**config.mk**
```make
export PLATFORM = sky130hd
export DESIGN_NAME = ascii_uart_sender_flat
export DESIGN_NICKNAME = d
export VERILOG_FILES = /design/src/rtl/keyboard_pkg.sv /design/src/rtl/ascii_uart_sender_if.sv /design/src/rtl/uart_tx_core.sv /design/src/rtl/ascii_uart_sender.sv /design/src/flat_wrapper.sv
export SDC_FILE = /design/constraint.sdc
export NUM_CORES = 1
export LEC_CHECK = 0
export CORE_ASPECT_RATIO = 2
export CORE_MARGIN = 4
export CORE_UTILIZATION = 54
export CTS_BUF_LIST = sky130_fd_sc_hd__clkbuf_4 sky130_fd_sc_hd__clkbuf_8
export DETAILED_ROUTE_END_ITERATION = 8
export MAX_ROUTING_LAYER = met4
export PLACE_DENSITY = 0.78
export SYNTH_ARGS = -nofsm -noshare
export SYNTH_HDL_FRONTEND = slang
export SYNTH_SLANG_ARGS = --single-unit
```
**constraint.sdc**
```tcl
create_clock -name clk -period 3 [get_ports clk]
set_input_delay 0.6 -clock clk [delete_from_list [all_inputs] [get_ports clk]]
set_output_delay 0.6 -clock clk [all_outputs]
set_load 0.01 [all_outputs]
```
**src/rtl/keyboard_pkg.sv**
```systemverilog
// keyboard_pkg: shared character constants, UART framing and sequencer states for the key-code UART sender.
package keyboard_pkg;
    localparam logic [7:0] CHAR_CR = 8'h0D;
    localparam logic [7:0] CHAR_LF = 8'h0A;
    localparam int UART_FRAME_BITS = 10;

    typedef enum logic [2:0] {S_IDLE, S_LOAD, S_SEND, S_WAIT, S_DONE} seq_state_e;

    function automatic int char_count(input int nbytes, input bit crlf);
        return nbytes * 2 + (crlf ? 2 : 0);
    endfunction
endpackage

```
**src/rtl/ascii_uart_sender_if.sv**
```systemverilog
// ascii_uart_sender_if: ASCII word, send strobe, status and serial line of the UART sender.
interface ascii_uart_sender_if #(parameter int NBYTES = 2);
    logic [NBYTES*16-1:0] ascii_in;
    logic send;
    logic busy;
    logic done;
    logic tx;

    modport master (output ascii_in, send, input busy, done, tx);
    modport slave (input ascii_in, send, output busy, done, tx);
endinterface

```
**src/rtl/uart_tx_core.sv**
```systemverilog
// uart_tx_core: 8N1 transmitter, DIV clocks per bit, tx_done on the last cycle of the stop bit.
module uart_tx_core
    import keyboard_pkg::*;
#(
    parameter int DIV = 868
) (
    input  logic       clk,
    input  logic       rst_n,
    input  logic       start,
    input  logic [7:0] data,
    output logic       tx,
    output logic       tx_busy,
    output logic       tx_done
);
    localparam int BW = (DIV > 1) ? $clog2(DIV) : 1;

    logic [BW-1:0] baud_q, baud_d;
    logic [3:0]    bit_q, bit_d;
    logic [7:0]    shift_q, shift_d;
    logic          tx_q, tx_d;
    logic          busy_q, busy_d;
    logic          bit_end, last_bit;

    assign bit_end  = baud_q == BW'(DIV - 1);
    assign last_bit = bit_q == 4'(UART_FRAME_BITS - 1);

    // Ones shift in behind the data so the stop bit falls out of the register naturally.
    always_comb begin
        baud_d  = baud_q;
        bit_d   = bit_q;
        shift_d = shift_q;
        tx_d    = tx_q;
        busy_d  = busy_q;
        if (!busy_q) begin
            if (start) begin
                busy_d  = 1'b1;
                baud_d  = '0;
                bit_d   = '0;
                shift_d = data;
                tx_d    = 1'b0;
            end
        end else if (bit_end) begin
            baud_d  = '0;
            bit_d   = last_bit ? 4'd0 : bit_q + 4'd1;
            tx_d    = last_bit ? 1'b1 : shift_q[0];
            shift_d = {1'b1, shift_q[7:1]};
            busy_d  = !last_bit;
        end else begin
            baud_d = baud_q + BW'(1);
        end
    end

    always_ff @(posedge clk or negedge rst_n) begin
        if (!rst_n) begin
            baud_q  <= '0;
            bit_q   <= '0;
            shift_q <= '0;
            tx_q    <= 1'b1;
            busy_q  <= 1'b0;
        end else begin
            baud_q  <= baud_d;
            bit_q   <= bit_d;
            shift_q <= shift_d;
            tx_q    <= tx_d;
            busy_q  <= busy_d;
        end
    end

    assign tx      = tx_q;
    assign tx_busy = busy_q;
    assign tx_done = busy_q && bit_end && last_bit;
endmodule

```
**src/rtl/ascii_uart_sender.sv**
```systemverilog
// ascii_uart_sender: latches an ASCII word on send and transmits it MSB character first, optionally followed by CR/LF.
module ascii_uart_sender
    import keyboard_pkg::*;
#(
    parameter int NBYTES      = 2,
    parameter int CLK_HZ      = 100000000,
    parameter int BAUD        = 115200,
    parameter bit APPEND_CRLF = 1'b1
) (
    input logic clk,
    input logic rst_n,
    ascii_uart_sender_if.slave bus
);
    localparam int DIV = CLK_HZ / BAUD;
    localparam int N   = char_count(NBYTES, APPEND_CRLF);
    localparam int IW  = $clog2(N);

    seq_state_e            state_q, state_d;
    logic [IW-1:0]         idx_q, idx_d;
    logic [NBYTES*16-1:0]  shadow_q, shadow_d;
    logic                  busy_q, busy_d;
    logic                  done_q, done_d;
    logic [N*8-1:0]        str;
    logic [7:0]            cur_char;
    logic                  start, core_busy, tx_done;

    // Index 0 is the last character on the line, so CR/LF sit below the hex text.
    generate
        if (APPEND_CRLF) begin : g_crlf
            assign str = {shadow_q, CHAR_CR, CHAR_LF};
        end else begin : g_raw
            assign str = shadow_q;
        end
    endgenerate

    assign cur_char = str[{idx_q, 3'b000} +: 8];
    assign start    = (state_q == S_SEND) && !core_busy;

    always_comb begin
        state_d  = state_q;
        idx_d    = idx_q;
        shadow_d = shadow_q;
        busy_d   = busy_q;
        done_d   = 1'b0;
        case (state_q)
            S_IDLE: if (bus.send) begin
                state_d  = S_LOAD;
                shadow_d = bus.ascii_in;
                idx_d    = IW'(N - 1);
                busy_d   = 1'b1;
            end
            S_LOAD: state_d = S_SEND;
            S_SEND: state_d = S_WAIT;
            S_WAIT: if (tx_done) begin
                state_d = (idx_q == '0) ? S_DONE : S_SEND;
                idx_d   = (idx_q == '0) ? idx_q : idx_q - IW'(1);
                done_d  = idx_q == '0;
            end
            S_DONE: begin
                state_d = S_IDLE;
                busy_d  = 1'b0;
            end
            default: state_d = S_IDLE;
        endcase
    end

    always_ff @(posedge clk or negedge rst_n) begin
        if (!rst_n) begin
            state_q  <= S_IDLE;
            idx_q    <= '0;
            shadow_q <= '0;
            busy_q   <= 1'b0;
            done_q   <= 1'b0;
        end else begin
            state_q  <= state_d;
            idx_q    <= idx_d;
            shadow_q <= shadow_d;
            busy_q   <= busy_d;
            done_q   <= done_d;
        end
    end

    uart_tx_core #(.DIV(DIV)) u_core (
        .clk     (clk),
        .rst_n   (rst_n),
        .start   (start),
        .data    (cur_char),
        .tx      (bus.tx),
        .tx_busy (core_busy),
        .tx_done (tx_done)
    );

    assign bus.busy = busy_q;
    assign bus.done = done_q;
endmodule

```
**src/flat_wrapper.sv**
```systemverilog
// flat-port wrapper written by rule: the top's interface ports become plain ports
module ascii_uart_sender_flat import keyboard_pkg::*;
#(
    parameter int NBYTES      = 2,
    parameter int CLK_HZ      = 100000000,
    parameter int BAUD        = 115200,
    parameter bit APPEND_CRLF = 1'b1
)
  (clk, rst_n, bus_ascii_in, bus_send, bus_busy, bus_done, bus_tx);
  ascii_uart_sender_if #(.NBYTES(NBYTES)) bus_i ();
  input logic clk;
  input logic rst_n;
  input wire logic [$bits(bus_i.ascii_in)-1:0] bus_ascii_in;
  input wire logic [$bits(bus_i.send)-1:0] bus_send;
  output wire logic [$bits(bus_i.busy)-1:0] bus_busy;
  output wire logic [$bits(bus_i.done)-1:0] bus_done;
  output wire logic [$bits(bus_i.tx)-1:0] bus_tx;
  assign bus_i.ascii_in = bus_ascii_in;
  assign bus_i.send = bus_send;
  assign bus_busy = bus_i.busy;
  assign bus_done = bus_i.done;
  assign bus_tx = bus_i.tx;
  ascii_uart_sender #(.NBYTES(NBYTES), .CLK_HZ(CLK_HZ), .BAUD(BAUD), .APPEND_CRLF(APPEND_CRLF)) u_core (.clk(clk), .rst_n(rst_n), .bus(bus_i));
endmodule
```
==> flow_summary_export.csv, run 1 <==
group,metric,value,unit
yosys,post_synth_and_or_nand_nor_area_fraction,15.6,%
yosys,synth-edff-count,0,
timing,report.final.setup_viol,0,
detailed_routing,drcViolationCount,0,
yosys,yosys.area.top_type_share,50.8,%
clock_network,postCtsHoldBufs,0,
timing,timing.fmax,501,MHz
floorplanning,die_width,61.6,um
timing,slew_headroom,41.0,%
detailed_routing,drt-pass1-iter-count,5,
worst_setup_path,path_delay_family,"flip-flops",
clock_network,cts_tree,"yes",
worst_setup_path,required,2.40,ns
timing,period_needed,1.99,ns
grt,grt_start_max_net_pins,36,
yosys,synth_xor_xnor_area_share,0,%
timing,fin_tns_setup,0,ns
power_and_ir_drop,cellPowerDensity,566,nW/um^2
worst_setup_path,worst_ep_arrival_time,1.39,ns
clock_network,cts_root_buffer,"sky130_fd_sc_hd__clkbuf_8",
timing,timing_max_transition_violations_final,0,
grt,overflow,0,
placement,place.gp.congestion,0.873,
clock_network,cts-buffers-inserted,9,
worst_setup_path,critical_path_buf_inv_count,1,
grt,antenna_violations_before_repair,0,
floorplanning,rows,38,
detailed_routing,post_drt_via_cell_ratio,6.08,
yosys,synth_adder_area_share,2.02,%
floorplanning,floorplan.die.height,115,um
yosys,yosys_warns,0,
yosys,synth.area.mux_share,16.3,%
floorplanning,floorplan.core_area,5520,um^2
worst_setup_path,setup.worst_path.class,"flip-flop to output pin",
final_layout,num-fill-cells,423,
timing,finalClockSkew,0.00945,ns
placement,port_buffers,37,
worst_setup_path,critical_path_depth,1,
clock_network,cts_post_setup_buffers_inserted,0,
yosys,ys_types,47,
grt,grtUsageTotal,20.8,%
final_layout,layout-drive-gt1-share,20.3,%
yosys,synth.net_count,322,
final_layout,flow.area_growth_from_synthesis,20.0,%
timing,worst-slew-pin-transition,0.885,ns
floorplanning,floorplan.die_area,7100,um^2
grt,grt_pass1_wl,10600,um
yosys,most_frequently_used_cell_type_in_the_post_synthesis_netlist,"sky130_fd_sc_hd__dfrtp_1",
timing,min_period_over_period,66.5,%
grt,number_of_global_route_vias_before_repair,2425,
detailed_routing,detail_route.wirelength,6400,um
yosys,average_cell_area_after_synthesis,11.0,um^2
worst_setup_path,critical_path.max_fanout,2,
yosys,async_flop_share,100,%
power_and_ir_drop,peak_supply_drop,0.514,mV
timing,hold_viol,0,
placement,placed_cells_incl_taps,370,
clock_network,clk-insertion-delay-late,0.34,ns
yosys,synth_compound_gate_area_share,11.1,%
yosys,synthesis.instances,282,
final_layout,finish.net_count,361,
outcome,outcome,"finished, final reports clean",
floorplanning,initial_core_util,56.3,%
detailed_routing,drtAntennaViolNets,0,
yosys,syn-cell-area,3100,um^2
timing,rsz0062_at_grt,"false",
worst_setup_path,critPathSlowestCell,"sky130_fd_sc_hd__dfstp_2",
worst_setup_path,reg2regPathDepth,4,
worst_hold_path,hold_path_class,"input port to asynchronous set/reset pin",
detailed_routing,detail_route.wl_per_cell,16.6,um
yosys,ys_top_cells_by_count,"sky130_fd_sc_hd__dfrtp_1, sky130_fd_sc_hd__mux2_2, sky130_fd_sc_hd__nand2_1, sky130_fd_sc_hd__nor2_1, sky130_fd_sc_hd__nand3_1",
detailed_routing,first_iter_violations,109,
placement,place.detailed.hpwl,4670,um
yosys,synth_top_cell_by_area,"sky130_fd_sc_hd__dfrtp_1",
worst_setup_path,critPathLaunchType,"flip-flop",
detailed_routing,routed-via-count,2341,
clock_network,max-clock-path-buffers,2,
power_and_ir_drop,power.static_leakage,1.63,nW
final_layout,insertedDiodeCount,0,
yosys,dominant_combinational_cell_family_by_area_after_synthesis,"multiplexers",
clock_network,cts_clk_pin_slew_worst_paths,0.07,ns
clock_network,cts.htree.levels,3,
clock_network,clock-sinks,64,
worst_setup_path,cp_slowest_stage_delay,0.53,ns
final_layout,instances_no_fill,385,
worst_setup_path,critPathCaptureType,"output pin",
run,max_cap_viol_count,0,
yosys,synth.area.top_cells,"sky130_fd_sc_hd__dfrtp_1, sky130_fd_sc_hd__mux2_2, sky130_fd_sc_hd__mux2i_1",
worst_setup_path,crit_path_cell_trace,"clkdlybuf4s50_1",
yosys,ys_ff_latch,64,
clock_network,post_cts.resized_instances,0,
yosys,synth_flop_cell,"sky130_fd_sc_hd__dfrtp_1",
yosys,yosysSeqAreaShare,51.6,%
floorplanning,io_pins,38,
## cell type report
class                   count  area (um^2)  area share [%]
well taps                  60         75.1            2.01
multi-input cells         196         1410            37.7
inverters                   7         26.3           0.705
repair buffers             43          410            11.0
clock buffers              12          165            4.43
flip-flops and latches     64         1600            43.0
clock inverters             3         40.0            1.07
## path summary, 6_finish.rpt
| check | start | end | slack, ns |
|---|---|---|---|
| worst max-delay path | u_core.u_core.tx$_DFFE_PN1P_ | bus_tx | 1.01 |
| worst min-delay path | rst_n | u_core.shadow_q[10]$_DFFE_PN0P_ | 0.18 |
| worst max register to register | u_core.u_core.baud_q[7]$_DFFE_PN0P_ | u_core.idx_q[2]$_DFFE_PN0P_ | 1.04 |
| worst min register to register | u_core.u_core.tx$_DFFE_PN1P_ | u_core.u_core.tx$_DFFE_PN1P_ | 0.46 |
| max in group asynchronous | rst_n | u_core.shadow_q[21]$_DFFE_PN0P_ | 2.09 |
| min in group clk | u_core.u_core.tx$_DFFE_PN1P_ | u_core.u_core.tx$_DFFE_PN1P_ | 0.46 |
## where the power goes
part           total [W]  internal (W)  switching (W)  leakage, nW
clock network   0.000757      0.000444       0.000313        0.108
registers        0.00104      0.000958      0.0000831        0.793
logic           0.000311      0.000170       0.000141        0.731
## stage by stage
stage | util (%) | total power [W] | hold slack (ns) | instance area [um^2] | worst slack (ns)
after floorplan | - | 0.00124 | 0.304 | 3100 | 1.19
after global placement | 63.8 | 0.00135 | 0.445 | 3520 | 0.790
after detailed placement | 63.8 | 0.00137 | 0.453 | 3520 | 0.749
after CTS | 67.6 | 0.00213 | 0.175 | 3730 | 0.979
after global routing | 67.6 | 0.00222 | 0.199 | 3730 | 0.943
final | 67.6 | 0.00211 | 0.177 | 3730 | 1.01
## routing by layer
metal / global-route usage (%) / vias up / wire [um]
li1: - / 1105 / -
met4: 10.3 / 0 / 208
met5: - / - / 0
met2: 35.3 / 62 / 3590
met1: 21.1 / 1155 / 2330
met3: 5.17 / 19 / 259
## state kept, by name (all words and copies together) (netlist names)
name	count
u_core.u_core.shift_q	8
u_core.u_core.tx_busy	1
u_core.state_q	3
u_core.u_core.baud_q	10
u_core.bus.busy	1
u_core.u_core.tx	1
u_core.bus.done	1
u_core.shadow_q	32
u_core.idx_q	3
u_core.u_core.bit_q	4
## cell families after synthesis
logic type                 after synthesis
muxes                                   46
adders and majority gates                5
buffers and inverters                   22
and+or+nand+nor                         93
DFF                                     64
AOI/OAI and AO/OA                       52
## cells in the final DEF (no fill, tap or decap), types with 3 or more instances in the layout
master	instances
sky130_fd_sc_hd__dfrtp_1	63
sky130_fd_sc_hd__mux2_2	37
sky130_fd_sc_hd__clkdlybuf4s50_1	36
sky130_fd_sc_hd__nand2_1	21
sky130_fd_sc_hd__nor2_1	21
sky130_fd_sc_hd__nand3_1	13
sky130_fd_sc_hd__a21oi_1	12
sky130_fd_sc_hd__clkbuf_8	12
sky130_fd_sc_hd__mux2i_1	9
sky130_fd_sc_hd__o21ai_0	9
sky130_fd_sc_hd__a31oi_1	8
sky130_fd_sc_hd__nor3_1	8
sky130_fd_sc_hd__inv_1	7
sky130_fd_sc_hd__a2bb2oi_1	6
sky130_fd_sc_hd__buf_4	6
sky130_fd_sc_hd__nor4_1	5
sky130_fd_sc_hd__nand2b_1	5
sky130_fd_sc_hd__ha_1	5
sky130_fd_sc_hd__nand4_1	3
No activity file was read; power rests on OpenSTA's default activity.
==> run 2, diff against run 1 <==
--- a/config.mk
+++ b/config.mk
@@ -7,7 +7,7 @@
 export LEC_CHECK = 0
 export CORE_ASPECT_RATIO = 2
 export CORE_MARGIN = 4
-export CORE_UTILIZATION = 54
+export CORE_UTILIZATION = 52
 export CTS_BUF_LIST = sky130_fd_sc_hd__clkbuf_4 sky130_fd_sc_hd__clkbuf_8
 export DETAILED_ROUTE_END_ITERATION = 8
 export MAX_ROUTING_LAYER = met4
==> constraint.sdc (replaced) <==
create_clock -name clk -period 1.7 [get_ports clk]
set_input_delay 0.34 -clock clk [delete_from_list [all_inputs] [get_ports clk]]
set_output_delay 0.34 -clock clk [all_outputs]
set_load 0.01 [all_outputs]
==> run 2 against run 1 <==
Die area up 3.5%. Largest power group unchanged. Hold slack gained 0.28 ns. Register-to-register slack worse by 1.1 ns. Critical path depth rose by 5. Sequential share of layout area down 3.2 points. Critical endpoint is now u_core.u_core.baud_q[7]$_DFFE_PN0P_. Clock power increased by 53%. The run now ends with negative setup slack left. Via count rose by 4.3%. Sequential power increased by 73%. Critical path type is now flip-flop to flip-flop.
==> flow_summary_export.csv, run 2 (synthesis gave the netlist of run 1 again) <==
group,metric,value,unit
outcome,outcome,"finished, violations left",
outcome,failed_checks,"negative setup slack",
clock_network,cts_tree,"yes",
grt,grtUsageTotal,21.5,%
power_and_ir_drop,power_report.internal_total,0.00278,W
worst_setup_path,worst_ep_arrival_time,2.00,ns
timing,holdWs,0.455,ns
timing,timing_max_transition_violations_final,0,
detailed_routing,drcViolationCount,0,
floorplanning,io_pins,38,
detailed_routing,routed-via-count,2442,
clock_network,max-clock-path-buffers,2,
placement,place.gp.congestion,0.833,
floorplanning,floorplan.die.height,117,um
placement,place.detailed.hpwl,5020,um
worst_setup_path,cp_slowest_stage_delay,0.58,ns
timing,rsz0062_at_grt,"true",
power_and_ir_drop,peak_supply_drop,0.812,mV
power_and_ir_drop,power.static_leakage,1.80,nW
detailed_routing,detail_route.wirelength,6980,um
floorplanning,die_width,62.6,um
worst_setup_path,critical_path_buf_inv_count,2,
worst_setup_path,critPathSlowestCell,"sky130_fd_sc_hd__or4_4",
worst_setup_path,required,1.92,ns
power_and_ir_drop,switchingPower,0.00104,W
timing,worst-slew-pin-transition,0.447,ns
final_layout,finish.net_count,391,
clock_network,cts-buffers-inserted,9,
final_layout,top_regs,"u_core.shadow_q (32), u_core.u_core.baud_q (10), u_core.u_core.shift_q (8)",
grt,antenna_violations_before_repair,0,
worst_setup_path,critPathLaunchType,"flip-flop",
final_layout,most_common_cell_after_layout_fill_and_taps_aside,"sky130_fd_sc_hd__dfrtp_1",
timing,slew_headroom,70.2,%
timing,report.final.setup_viol,7,
placement,port_buffers,37,
floorplanning,floorplan.die_area,7340,um^2
floorplanning,floorplan.core_area,5760,um^2
grt,grt_pass1_wl,11500,um
grt,overflow,0,
worst_setup_path,critPathCaptureType,"flip-flop",
worst_hold_path,hold_path_class,"input port to asynchronous set/reset pin",
timing,period_needed,1.78,ns
final_layout,largest_reg_flops,32,
grt,number_of_global_route_vias_before_repair,2558,
detailed_routing,drt-pass1-iter-count,6,
worst_setup_path,critical_path.max_fanout,4,
final_layout,layout-drive-gt1-share,28.4,%
detailed_routing,detail_route.wl_per_cell,16.7,um
floorplanning,initial_core_util,53.9,%
timing,finalClockSkew,0.00729,ns
detailed_routing,drtAntennaViolNets,0,
final_layout,num-fill-cells,422,
worst_setup_path,crit_path_cell_trace,"or4_4 > buf_4 > o31ai_2 > buf_4 > or4_2 > nand3_1",
final_layout,flow.area_growth_from_synthesis,29.6,%
power_and_ir_drop,share_seq_of_total_power,47.0,%
clock_network,cts.htree.levels,3,
power_and_ir_drop,sw_share,27.3,%
power_and_ir_drop,cellPowerDensity,951,nW/um^2
timing,hold_viol,0,
clock_network,cts_root_buffer,"sky130_fd_sc_hd__clkbuf_8",
power_and_ir_drop,power.share.combinational,22.8,%
placement,placed_cells_incl_taps,397,
final_layout,fin_util,69.9,%
worst_setup_path,cpMostUsedCell,"sky130_fd_sc_hd__buf_4",
power_and_ir_drop,clockPowerShare,30.2,%
timing,timing.fmax,563,MHz
final_layout,most-common-layout-cells,"sky130_fd_sc_hd__dfrtp_1, sky130_fd_sc_hd__mux2_2, sky130_fd_sc_hd__clkdlybuf4s50_1",
grt,grt_start_max_net_pins,36,
worst_setup_path,path_delay_family,"simple AND/OR/NAND/NOR gates",
run,max_cap_viol_count,0,
final_layout,instances_no_fill,417,
worst_setup_path,setup.worst_path.class,"flip-flop to flip-flop",
clock_network,cts_clk_pin_slew_worst_paths,0.07,ns
floorplanning,rows,39,
final_layout,insertedDiodeCount,0,
clock_network,clock-sinks,64,
clock_network,clk-insertion-delay-late,0.34,ns
final_layout,largest-register,"u_core.shadow_q",
timing,min_period_over_period,105,%
timing,layout_setup_ws,-0.0774,ns
detailed_routing,first_iter_violations,135,
detailed_routing,post_drt_via_cell_ratio,5.86,
run 2: cell count changes in the layout (fill, tap and decap cells not counted), sizes merged:
cell	previous run	this run
clkdlybuf4s50	36	35
dlygate4sd2	0	1
buf	7	35
bufinv	1	0
o31a	2	3
clkinv	2	4
dlygate4sd3	0	1
run 2: per-stage QoR:
step           power [W]  worst slack [ns]  TNS (ns)  area [um^2]
2_1_floorplan    0.00219           -0.0671   -0.0671         3110
3_3_place_gp     0.00253            -0.102     -3.44         3780
3_5_place_dp     0.00256            -0.181     -3.97         3780
4_1_cts          0.00384           -0.0820    -0.155         4010
5_1_grt          0.00404            -0.131     -1.50         4020
6_report         0.00382           -0.0774    -0.293         4020
run 2: area by class of cell:
type | instances | area, um^2 | share of cell area, %
clock buffers | 12 | 153 | 3.79
clock inverters | 4 | 20.0 | 0.498
inverters | 7 | 26.3 | 0.653
multi-input cells | 197 | 1450 | 36.1
flip-flops and latches | 64 | 1600 | 39.8
well taps | 61 | 76.3 | 1.90
repair buffers | 72 | 692 | 17.2
run 2: what timing repair did:
item                       4_1_cts  5_1_grt
pin swaps                        5        4
hold buffers                     1        0
setup endpoints to repair       13       29
buffers inserted                 2        0
gates resized for setup          9        2
hold endpoints to repair        13        0
gates cloned                     1        0
run 2: per-layer routing:
metal  wire length, um  GRT usage [%]  vias to the layer above
li1                  -              -                     1178
met1              2540           19.5                     1188
met2              3950           40.0                       58
met3               255           4.49                       18
met4               235           14.0                        0
met5                 0              -                        -
run 2: power groups by stage:
| stage | Clock [W] | Sequential, W | Combinational (W) |
|---|---|---|---|
| final | 0.00116 | 0.00180 | 0.000871 |
| after global routing | 0.00126 | 0.00182 | 0.000962 |
| after global placement | 0 | 0.00181 | 0.000721 |
| after detailed placement | 0 | 0.00182 | 0.000739 |
| after CTS | 0.00119 | 0.00180 | 0.000856 |
| after floorplan | 0 | 0.00181 | 0.000380 |
run 2: final timing paths:
path,to,start,depth (start not counted),slack (ns)
hold reg to reg,u_core.u_core.tx$_DFFE_PN1P_,u_core.u_core.tx$_DFFE_PN1P_,2,0.46
setup / recovery,u_core.u_core.baud_q[7]$_DFFE_PN0P_,u_core.u_core.baud_q[4]$_DFFE_PN0P_,6,-0.08
min in group clk,u_core.u_core.tx$_DFFE_PN1P_,u_core.u_core.tx$_DFFE_PN1P_,2,0.46
hold / removal,u_core.u_core.baud_q[7]$_DFFE_PN0P_,rst_n,2,0.46
max in group asynchronous,u_core.u_core.shift_q[7]$_DFFE_PN0P_,rst_n,3,0.77
setup reg to reg,u_core.u_core.baud_q[7]$_DFFE_PN0P_,u_core.u_core.baud_q[4]$_DFFE_PN0P_,6,-0.08
